## config.mk

```make
export PLATFORM = sky130hd
export DESIGN_NAME = multi_byte_add_ctrl
export DESIGN_NICKNAME = d
export VERILOG_FILES = /design/src/rtl/adder_ctrl_pkg.sv /design/src/rtl/byte_add_unit.sv /design/src/rtl/multi_byte_add_ctrl.sv
export SDC_FILE = /design/constraint.sdc
export NUM_CORES = 1
export LEC_CHECK = 0
export ABC_CLOCK_PERIOD_IN_PS = 4470
export CAP_MARGIN = 10
export CORE_MARGIN = 3
export CORE_UTILIZATION = 58
export CTS_BUF_LIST = sky130_fd_sc_hd__clkbuf_8
export DETAILED_ROUTE_END_ITERATION = 12
export GPL_TIMING_DRIVEN = 1
export PLACE_DENSITY = 0.84
export SYNTH_ARGS = -nofsm -noshare
export SYNTH_HDL_FRONTEND = slang
export SYNTH_SLANG_ARGS = --single-unit
```

## constraint.sdc

```tcl
create_clock -name clk -period 4.47 [get_ports clk]
set_input_delay 0.447 -clock clk [delete_from_list [all_inputs] [get_ports clk]]
set_output_delay 0.447 -clock clk [all_outputs]
set_load 0.02 [all_outputs]
```

## src/rtl/adder_ctrl_pkg.sv

```systemverilog
// Shared definitions for the byte-serial wide adder: byte width, FSM states
// and the index-width helper.
package adder_ctrl_pkg;

  localparam int BYTE_W = 8;

  typedef enum logic [1:0] {
    IDLE = 2'd0,
    ADD  = 2'd1,
    DONE = 2'd2
  } state_t;

  // Byte-index width; never below one bit so NBYTES=1 still has a legal vector.
  function automatic int idx_width(input int n);
    int w;
    w = 1;
    while ((1 << w) < n) begin
      w = w + 1;
    end
    return w;
  endfunction

endpackage

```

## src/rtl/byte_add_unit.sv

```systemverilog
// Combinational 8-bit ripple adder with carry in/out; the only adder in the
// wide-add datapath.
module byte_add_unit
  import adder_ctrl_pkg::*;
(
  input  logic [BYTE_W-1:0] a,
  input  logic [BYTE_W-1:0] b,
  input  logic              cin,
  output logic [BYTE_W-1:0] s,
  output logic              cout
);

  logic [BYTE_W:0] total_s;

  assign total_s = {1'b0, a} + {1'b0, b} + {{BYTE_W{1'b0}}, cin};
  assign s       = total_s[BYTE_W-1:0];
  assign cout    = total_s[BYTE_W];

endmodule

```

## src/rtl/multi_byte_add_ctrl.sv

```systemverilog
// Byte-serial wide adder: one byte adder sequenced LSB-first over NBYTES cycles.
// Optional subtraction (a + ~b + 1) is built when the macro SUB_EN is defined.
module multi_byte_add_ctrl
  import adder_ctrl_pkg::*;
#(
  parameter int NBYTES = 2
) (
  input  logic                     clk,
  input  logic                     reset,
  input  logic                     start,
  input  logic [BYTE_W*NBYTES-1:0] a,
  input  logic [BYTE_W*NBYTES-1:0] b,
  input  logic                     op_sub,
  output logic                     ready,
  output logic                     busy,
  output logic                     done,
  output logic [BYTE_W*NBYTES-1:0] sum,
  output logic                     cout
);

  localparam int W     = BYTE_W * NBYTES;
  localparam int IDX_W = idx_width(NBYTES);
  localparam logic [IDX_W-1:0] LAST_IDX = IDX_W'(NBYTES - 1);

  state_t            state_r;
  state_t            state_s;
  logic [IDX_W-1:0]  idx_r;
  logic              carry_r;
  logic [W-1:0]      a_r;
  logic [W-1:0]      b_r;
  logic [W-1:0]      work_r;
  logic [W-1:0]      sum_r;
  logic              cout_r;
  logic              ready_r;
  logic              busy_r;
  logic              done_r;
  logic [BYTE_W-1:0] a_byte_s;
  logic [BYTE_W-1:0] b_sel_s;
  logic [BYTE_W-1:0] b_byte_s;
  logic [BYTE_W-1:0] s_byte_s;
  logic              co_byte_s;
  logic              init_carry_s;

`ifdef SUB_EN
  logic              op_r;

  assign init_carry_s = op_sub;
`else
  logic              unused_op_s;

  assign unused_op_s  = op_sub;
  assign init_carry_s = 1'b0;
`endif

  assign a_byte_s = a_r[idx_r*BYTE_W +: BYTE_W];
  assign b_sel_s  = b_r[idx_r*BYTE_W +: BYTE_W];

  // Operand B byte, inverted when a subtraction is in flight.
  always_comb begin
    b_byte_s = b_sel_s;
`ifdef SUB_EN
    if (op_r) begin
      b_byte_s = ~b_sel_s;
    end else begin
      b_byte_s = b_sel_s;
    end
`endif
  end

  byte_add_unit u_byte_add (
    .a    (a_byte_s),
    .b    (b_byte_s),
    .cin  (carry_r),
    .s    (s_byte_s),
    .cout (co_byte_s)
  );

  // Next-state logic for the IDLE -> ADD -> DONE sequence.
  always_comb begin
    state_s = state_r;
    case (state_r)
      IDLE: begin
        if (start) begin
          state_s = ADD;
        end else begin
          state_s = IDLE;
        end
      end
      ADD: begin
        if (idx_r == LAST_IDX) begin
          state_s = DONE;
        end else begin
          state_s = ADD;
        end
      end
      DONE:    state_s = IDLE;
      default: state_s = IDLE;
    endcase
  end

  // State register.
  always_ff @(posedge clk or posedge reset) begin
    if (reset) begin
      state_r <= IDLE;
    end else begin
      state_r <= state_s;
    end
  end

  // Operand capture, per-byte accumulation and carry chaining.
  always_ff @(posedge clk or posedge reset) begin
    if (reset) begin
      a_r     <= '0;
      b_r     <= '0;
      work_r  <= '0;
      idx_r   <= '0;
      carry_r <= 1'b0;
`ifdef SUB_EN
      op_r    <= 1'b0;
`endif
    end else begin
      case (state_r)
        IDLE: begin
          if (start) begin
            a_r     <= a;
            b_r     <= b;
            idx_r   <= '0;
            carry_r <= init_carry_s;
`ifdef SUB_EN
            op_r    <= op_sub;
`endif
          end
        end
        ADD: begin
          work_r[idx_r*BYTE_W +: BYTE_W] <= s_byte_s;
          carry_r <= co_byte_s;
          if (idx_r == LAST_IDX) begin
            idx_r <= '0;
          end else begin
            idx_r <= idx_r + IDX_W'(1);
          end
        end
        default: begin
        end
      endcase
    end
  end

  // Result and status outputs; sum/cout move only on a completed operation.
  always_ff @(posedge clk or posedge reset) begin
    if (reset) begin
      sum_r   <= '0;
      cout_r  <= 1'b0;
      done_r  <= 1'b0;
      ready_r <= 1'b1;
      busy_r  <= 1'b0;
    end else begin
      if (state_r == DONE) begin
        sum_r  <= work_r;
        cout_r <= carry_r;
      end
      done_r  <= (state_r == DONE);
      ready_r <= (state_s == IDLE);
      busy_r  <= (state_s == ADD);
    end
  end

  assign sum   = sum_r;
  assign cout  = cout_r;
  assign done  = done_r;
  assign ready = ready_r;
  assign busy  = busy_r;

endmodule
```

Word-level counts from Yosys, hierarchy flattened
Index checks and enable logic that the tools add are counted.
Storage, ports and cells
  bits of input ports: 36
  output and inout port bits: 20
  register bits after elaboration: 72
  word-level logic and storage cells: 36
Cells by class
  multiplexer cells: 8
  equal/unequal tests: 4
  reduce and logical (&&, ||, !) cells: 5
  shift-type cells: 4
  add/sub/neg operators: 4
Operators with widths (number)
  $neg 4->34: 1
  $shift 8x34->16 const A: 1
  $shiftx 8x34->16: 1
  $shiftx 16x5->8: 2
  $bwmux 16: 1
  $add 8x8->9: 1
  $add 9x1->9: 1
  $eq 2x1->1 const B: 2
  $logic_not 2->1: 2
  $pmux 1 s2: 2
  $pmux 2 s2: 1
  $reduce_and 2->1: 2
  $mux 1: 3
  $eq 2x2->1 const B: 1
  $mux 2: 1
  $ne 2x2->1 const B: 1
  $reduce_bool 2->1: 1
  $add 1x1->1 const B: 1

Logic depth before layout (Yosys ltp)
Gate-level depths: netlist of the first run.
  depth in word-level cells: 5
  depth in mapped cells: 11
  mapped depth without buffers: 9

By module
From an unflattened synthesis of the first run, not the netlist that was laid out.
Unflattened totals
  cells, all modules: 218
  area, all modules: 3244.4 um^2
By module, submodules not included
  multi_byte_add_ctrl: times used 1, sequential area each 1803.0 um^2, cells each 176, area an instance 2912.8 um^2
  byte_add_unit: times used 1, sequential area each 0.0 um^2, cells each 42, area an instance 331.6 um^2

Least setup slack after synthesis of the first run
No wires, ideal clock.
  path type: flip-flop to flip-flop
  start point: reg idx_r
  end point: reg work_r[14]
  path buffers: 2
  cell stages (with the launch flop): 12
  clock period less this slack: 2.718 ns
  path slack: 1.752 ns
  required time: 4.375 ns
  library setup time: 0.095 ns
  data arrival time: 2.622 ns
  path through: dfrtp_1 buf_2 buf_2 mux2_2 fa_1 inv_1 fa_1 nor2b_4 o31a_1 o21a_1 o21a_1 o31ai_1
On the way
  cells in the longest elaborated chain, start to end: 5
  elaborated cells on any way between the ends: 8
  those cells by class: 3 x add/sub; 4 x shift; 1 x mux
RTL lines
  from (decl): line multi_byte_add_ctrl.sv:27  | logic [IDX_W-1:0] idx_r;
  from (signal assigned): line multi_byte_add_ctrl.sv:140  | idx_r <= idx_r + IDX_W'(1);
  $shiftx 16x5->8 (on tied branches): line multi_byte_add_ctrl.sv:55, multi_byte_add_ctrl.sv:56
  $add 8x8->9: line byte_add_unit.sv:15  | assign total_s = {1'b0, a} + {1'b0, b} + {{BYTE_W{1'b0}}, cin};
  $add 9x1->9: line byte_add_unit.sv:15
  $shiftx 8x34->16: line multi_byte_add_ctrl.sv:135  | work_r[idx_r*BYTE_W +: BYTE_W] <= s_byte_s;
  $bwmux 16 (*): line multi_byte_add_ctrl.sv:135
  to (signal, indexed assignment): line multi_byte_add_ctrl.sv:135
  to (decl): line multi_byte_add_ctrl.sv:31  | logic [W-1:0] work_r;
Every way passes the cells marked *; elsewhere a longest branch is shown, timed or not.
A chain may end at the register's enable or synchronous reset.

Worst setup path in the final report of the first run
  start point: reg idx_r
  end point: reg work_r[6]
Same word-level chain as after synthesis.

==> results of run 1 <==
## logic make-up (layout without fill, tap and decap cells)
kind of cell / Yosys count / after routing / synth area share
DFF: 72 / 72 / 0.574
muxes: 69 / 69 / 0.247
AOI/OAI and AO/OA: 31 / 31 / 0.0614
and+or+nand+nor: 29 / 29 / 0.0450
buffers and inverters: 15 / 79 / 0.0211
adders and majority gates: 9 / 9 / 0.0406
xor gates and xnor gates: 4 / 4 / 0.0112
## final timing paths
kind,startpoint,to,slack (ns)
max in group asynchronous,reset,ready$_DFF_PP1_,2.90
worst max-delay path,idx_r$_DFFE_PP0P_,work_r[6]$_DFFE_PP0P_,1.62
worst min register to register,work_r[2]$_DFFE_PP0P_,work_r[2]$_DFFE_PP0P_,0.48
worst min-delay path,work_r[2]$_DFFE_PP0P_,work_r[2]$_DFFE_PP0P_,0.48
worst max register to register,idx_r$_DFFE_PP0P_,work_r[6]$_DFFE_PP0P_,1.62
min in group asynchronous,reset,work_r[6]$_DFFE_PP0P_,0.65
## per-layer routing
layer | track usage | up-vias | share of wire
met1 | 0.255 | 955 | 0.44
met3 | 0.0440 | 9 | 0.044
met4 | 0.0859 | 0 | 0.014
met2 | 0.329 | 51 | 0.50
li1 | - | 923 | -
met5 | 0 | - | 0
## registers in the layout (all words and copies together) (netlist names)
signal / count
a_r: 16
ready: 1
idx_r: 1
work_r: 16
busy: 1
done: 1
sum: 16
state_r: 2
cout: 1
carry_r: 1
b_r: 16
## critical path, cell delays in order, from the launching register on
cell,delay (ns)
dfrtp_1,0.33
buf_4,0.25
mux2_2,0.38
fa_1,0.46
inv_1,0.10
fa_1,0.26
nor2b_4,0.05
o31a_1,0.25
o21a_1,0.20
o21a_1,0.19
o31ai_1,0.26
## cell usage in the layout, fill, tap and decap left out
cell type,n
o31a_1,1
a211oi_1,1
buf_4,4
nor3b_4,1
o2111ai_1,1
dfrtp_1,71
inv_1,5
o31ai_1,2
clkdlybuf4s50_1,54
o21ai_0,13
xor2_1,4
dfstp_2,1
o211ai_1,1
fa_1,2
a22oi_1,1
a21oi_1,4
o21bai_1,2
clkinvlp_4,1
nor2b_4,1
clkbuf_8,14
nand2b_1,3
nor2_1,3
nor2b_1,2
nand2_1,18
mux2i_1,2
ha_1,7
nor3_1,1
mux2_2,67
inv_2,1
o21a_1,3
a21o_1,2
## final cells by class
| type | instances | area [um2] |
|---|---|---|
| tap | 70 | 87.6 |
| fill | 320 | 1210 |
| multi-input combinational | 142 | 1280 |
| clock inverter | 2 | 11.3 |
| inverter | 5 | 18.8 |
| sequential | 72 | 1800 |
| clock buffer | 14 | 193 |
| timing repair buffer | 58 | 571 |
## power by group through the flow
stage	logic, mW	registers [mW]	clock network (mW)
finish	1.73	1.16	0.492
global route	1.90	1.20	0.535
CTS	1.74	1.17	0.502
detailed placement	1.72	1.17	0
global placement	1.67	1.15	0
floorplan	1.18	1.22	0
==> flow_summary.toml, run 1 <==
[sta]
worst_pin_slew_ns = 0.983
finClkSkew_ns = 0.00471
finalSetupViolCount = 0
period_share = 0.637
timing.fmax_ghz = 0.351
setup_ws_ns = 1.62
rsz0062_at_grt = "false"
worst_hold_slack_ns = 0.482
slew-limit-headroom = 0.344
tns_ns = 0
fin_crit_ns = 2.85
hold_violations = 0
drv_slew = 0

[synthesis]
syn-cell-area_um2 = 3140
ys_warn_count = 0
synth_edf_count = 0
async_flop_share = 1.00
syn_avg_cell_area_um2 = 13.7
synth_cell_types = 28
netlist_top_cells_count = "dfrtp_1, mux2_2, nand2_1"
ys_ff_latch = 72
ys.flop_type = "dfrtp_1"
synth_top_area_frac = 0.566
synth.most_common_cell = "dfrtp_1"
yosysTopAreaCell = "dfrtp_1"
syn_inst = 229
synth_area_leaders = "dfrtp_1, mux2_2, ha_1"
synth_nets = 274
synth-seq-area-share = 0.574

[detailed_routing]
vias_per_cell = 5.34
dr.pass1.iters = 4
postRouteAntennaNets = 0
num_vias = 1938
drtIter0Drc = 62
remaining_drc_errors = 0
avgRoutedWirePerCell_um = 15.6
drt-total-wl_um = 5670

[power_and_ir_drop]
power_switching_share = 0.367
clockPowerShare = 0.145
p_seq_frac = 0.343
p_leak_nw = 1.72
p_switching_mw = 1.24
p_int_mw = 2.15
p_total_mw = 3.39
power.density_nw_per_um2 = 856
power.share.combinational = 0.512
ir_drop_v = 0.000379

[placement]
dp_hpwl_um = 3990
gp_congestion = 0.740
place_inst = 347
pre_cts_ws_ns = 1.67
placed_area_um2 = 3760
numPortBuffers = 54

[global_route]
grt_pass1_wl_um = 9630
antenna_found_initial = 0
gr-total-overflow = 0
grt_start_max_net_pins = 50
grt_use_total = 0.200
grt_pass1_vias = 2026

[critical_path]
reg2regPathDepth = 10
start_kind = "register"
crit_required_ns = 4.70
crit_type = "reg2reg"
critical_path_arrival_ns = 3.08
cp_max_fo = 19
end_kind = "register"

[floorplan]
io_pins = 56
core-area_um2 = 5170
start_util = 0.607
dieArea_um2 = 6330
die_h_um = 79.6
dieWidth_um = 79.6
rows = 26

[clock_network]
cts_max_level = 3
cts_setup_buffers = 0
cts-root-buf = "clkbuf_8"
tritoncts = "built"
clkSlewWorstSetupHoldPaths_ns = 0.07
cts_hold_buf = 0
cts_resized = 0
clk_latency_ns = 0.34
clk_path_buf_depth = 2
cts_made_buffers = 9
cts.sinks = 72

[final_layout]
nets = 333
finalNonFillerCells = 363
fin_area_um2 = 3960
syn_to_final_growth_pct = 26.1
antennaDiodeCount = 0
drive_gt1_frac = 0.307
final_core_util = 0.766

[flow_run]
cap_violations = 0

[min_path]
worstHoldPathCells = 2
hp-class = "reg2reg"

[outcome]
run_status = "finished, final reports clean"
Note: power is estimated with default switching activity, not from simulation.
==> run 2, diff against run 1 <==
ABC_CLOCK_PERIOD_IN_PS = 2300   (was 4470)
CORE_UTILIZATION = 49   (was 58)
PLACE_DENSITY = 0.75   (was 0.84)
clock period = 2.3 ns   (was 4.47 ns; I/O delays follow)
==> run 2 against run 1 <==
Against the previous run: the run now ends with negative setup slack left; via count grew 1.8%; combinational power grew 120%; critical endpoint is now carry_r$_DFFE_PP0P_; flip-flop and latch count is the same; routed wire length shrank 1.7%; sequential power grew 94%.
==> flow_summary.toml, run 2 (same netlist as run 1, synthesis figures left out) <==
[outcome]
run_status = "complete, but fails checks"
violations = "negative setup slack"

[detailed_routing]
dr.pass1.iters = 4
remaining_drc_errors = 0
drtIter0Drc = 119
drt-total-wl_um = 5570
vias_per_cell = 5.24
avgRoutedWirePerCell_um = 14.8
num_vias = 1972
postRouteAntennaNets = 0

[power_and_ir_drop]
power_switching_share = 0.367
p_int_mw = 4.48
power.share.combinational = 0.538
ir_drop_v = 0.000815
power.density_nw_per_um2 = 1720
p_leak_nw = 1.78
p_seq_frac = 0.318
p_switching_mw = 2.59
clockPowerShare = 0.144

[global_route]
grt_use_total = 0.171
grt_use_met3 = 0.0519
grt_pass1_vias = 2039
grt_start_max_net_pins = 73
grt_use_met1 = 0.242
busiest_layer = "met2"
met2_usage = 0.243
grt_pass1_wl_um = 9780
antenna_found_initial = 0
gr-total-overflow = 0

[critical_path]
timing.reg2reg.setup_slack_ns = -0.13
cp_slowest_cell = "dfrtp_2"
timing.rr.start = "idx_r$_DFFE_PP0P_"
crit_type = "reg2reg"
crit_top_cell = "fa_2"
crit_start = "idx_r$_DFFE_PP0P_"
cp_max_fo = 4
start_kind = "register"
slowest_delay_ns = 0.45
crit_chain = "mux2_4 -> fa_2 -> inv_2 -> fa_2 -> nor2b_4 -> o31a_1 -> o21a_1 -> buf_4 -> o2111ai_1 -> nand2_1"
end_kind = "register"
r2r-end = "carry_r$_DFFE_PP0P_"
critical_path_arrival_ns = 2.67
reg2regPathDepth = 10
crit_required_ns = 2.53

[floorplan]
io_pins = 56
core-area_um2 = 6060
dieArea_um2 = 7410
die_h_um = 86.1
rows = 28
start_util = 0.518
dieWidth_um = 86.1

[clock_network]
clkSlewWorstSetupHoldPaths_ns = 0.08
cts_max_level = 3
cts_hold_buf = 0
tritoncts = "built"
cts_made_buffers = 9
clk_path_buf_depth = 2
cts.sinks = 72
clk_latency_ns = 0.35
cts-root-buf = "clkbuf_8"

[placement]
gp_congestion = 0.771
placed_area_um2 = 3850
numPortBuffers = 54
place_inst = 359
dp_hpwl_um = 3820

[min_path]
hp-class = "in2async"

[final_layout]
final_cell_mix = "dfrtp_1, mux2_2, clkdlybuf4s50_1"
nets = 341
final_common_cell = "dfrtp_1"
antennaDiodeCount = 0
syn_to_final_growth_pct = 30.7
drive_gt1_frac = 0.359
fin_area_um2 = 4100
final_core_util = 0.677
fillers = 444
finalNonFillerCells = 376

[sta]
worst_pin_slew_ns = 0.620
drv_slew = 0
timing.fmax_ghz = 0.411
period_share = 1.06
hold_violations = 0
slew-limit-headroom = 0.587
finClkSkew_ns = 0.00911
fin_crit_ns = 2.43
worst_hold_slack_ns = 0.271
rsz0062_at_grt = "true"
finalSetupViolCount = 3
setup_ws_ns = -0.132

[flow_run]
cap_violations = 0
## run 2: worst max-delay path, delay by kind of cell, from the launching register on
family                   cells  cell delay, ns
AO/OA/AOI/OAI                3            0.62
adder cells (fa/ha/maj)      2            0.61
flip-flops                   1            0.45
multiplexers                 1            0.32
buffers and inverters        2            0.21
AND/OR/NAND/NOR              2            0.11
## run 2: power by group through the flow
stage	clock, mW	sequential, mW	combinational [mW]
3_3_place_gp	0	2.26	3.51
5_1_grt	1.11	2.34	4.20
6_report	1.02	2.25	3.81
4_1_cts	1.05	2.26	3.68
2_1_floorplan	0	2.38	2.34
3_5_place_dp	0	2.28	3.59
## run 2: layer usage
metal  vias up  wire [um]  part of all wire
li1        941          -                 -
met1       964       2610              0.47
met2        56       2540              0.46
met3        11        305             0.055
met4         0        120             0.022
met5         -          0                 0
## run 2: timing repair
action,in CTS,in global routing
pin swaps,4,0
resized for setup,6,4
setup buffers,0,1
cloned,0,0
endpoints found under the setup margin,7,7
## run 2: per-stage QoR
step	worst slack, ns	total power, mW	TNS, ns
after floorplan	-0.209	4.72	-0.554
after global placement	-0.0790	5.77	-0.253
after detailed placement	-0.118	5.87	-0.547
after CTS	-0.120	6.99	-0.243
after global routing	-0.221	7.65	-1.02
final	-0.132	7.07	-0.360
## run 2: area by class of cell
cell class                      instances  area [um2]  area share
Sequential cell                        72        1800       0.440
Multi-Input combinational cell        142        1320       0.321
Timing Repair Buffer                   66         663       0.162
Clock buffer                           11         151      0.0369
Tap cell                               75        93.8      0.0229
Clock inverter                          5        55.1      0.0134
Inverter                                5        18.8     0.00457
## run 2: worst max-delay path by stage
| stage | slack (ns) | depth (start not counted) | to |
|---|---|---|---|
| 4_1_cts | -0.12 | 9 | work_r[6]$_DFFE_PP0P_ |
| 6_report | -0.13 | 10 | carry_r$_DFFE_PP0P_ |
| 2_1_floorplan | -0.21 | 11 | work_r[14]$_DFFE_PP0P_ |
| 5_1_grt | -0.22 | 9 | work_r[14]$_DFFE_PP0P_ |
| 3_3_place_gp | -0.08 | 9 | work_r[6]$_DFFE_PP0P_ |
| 3_5_place_dp | -0.12 | 9 | work_r[6]$_DFFE_PP0P_ |
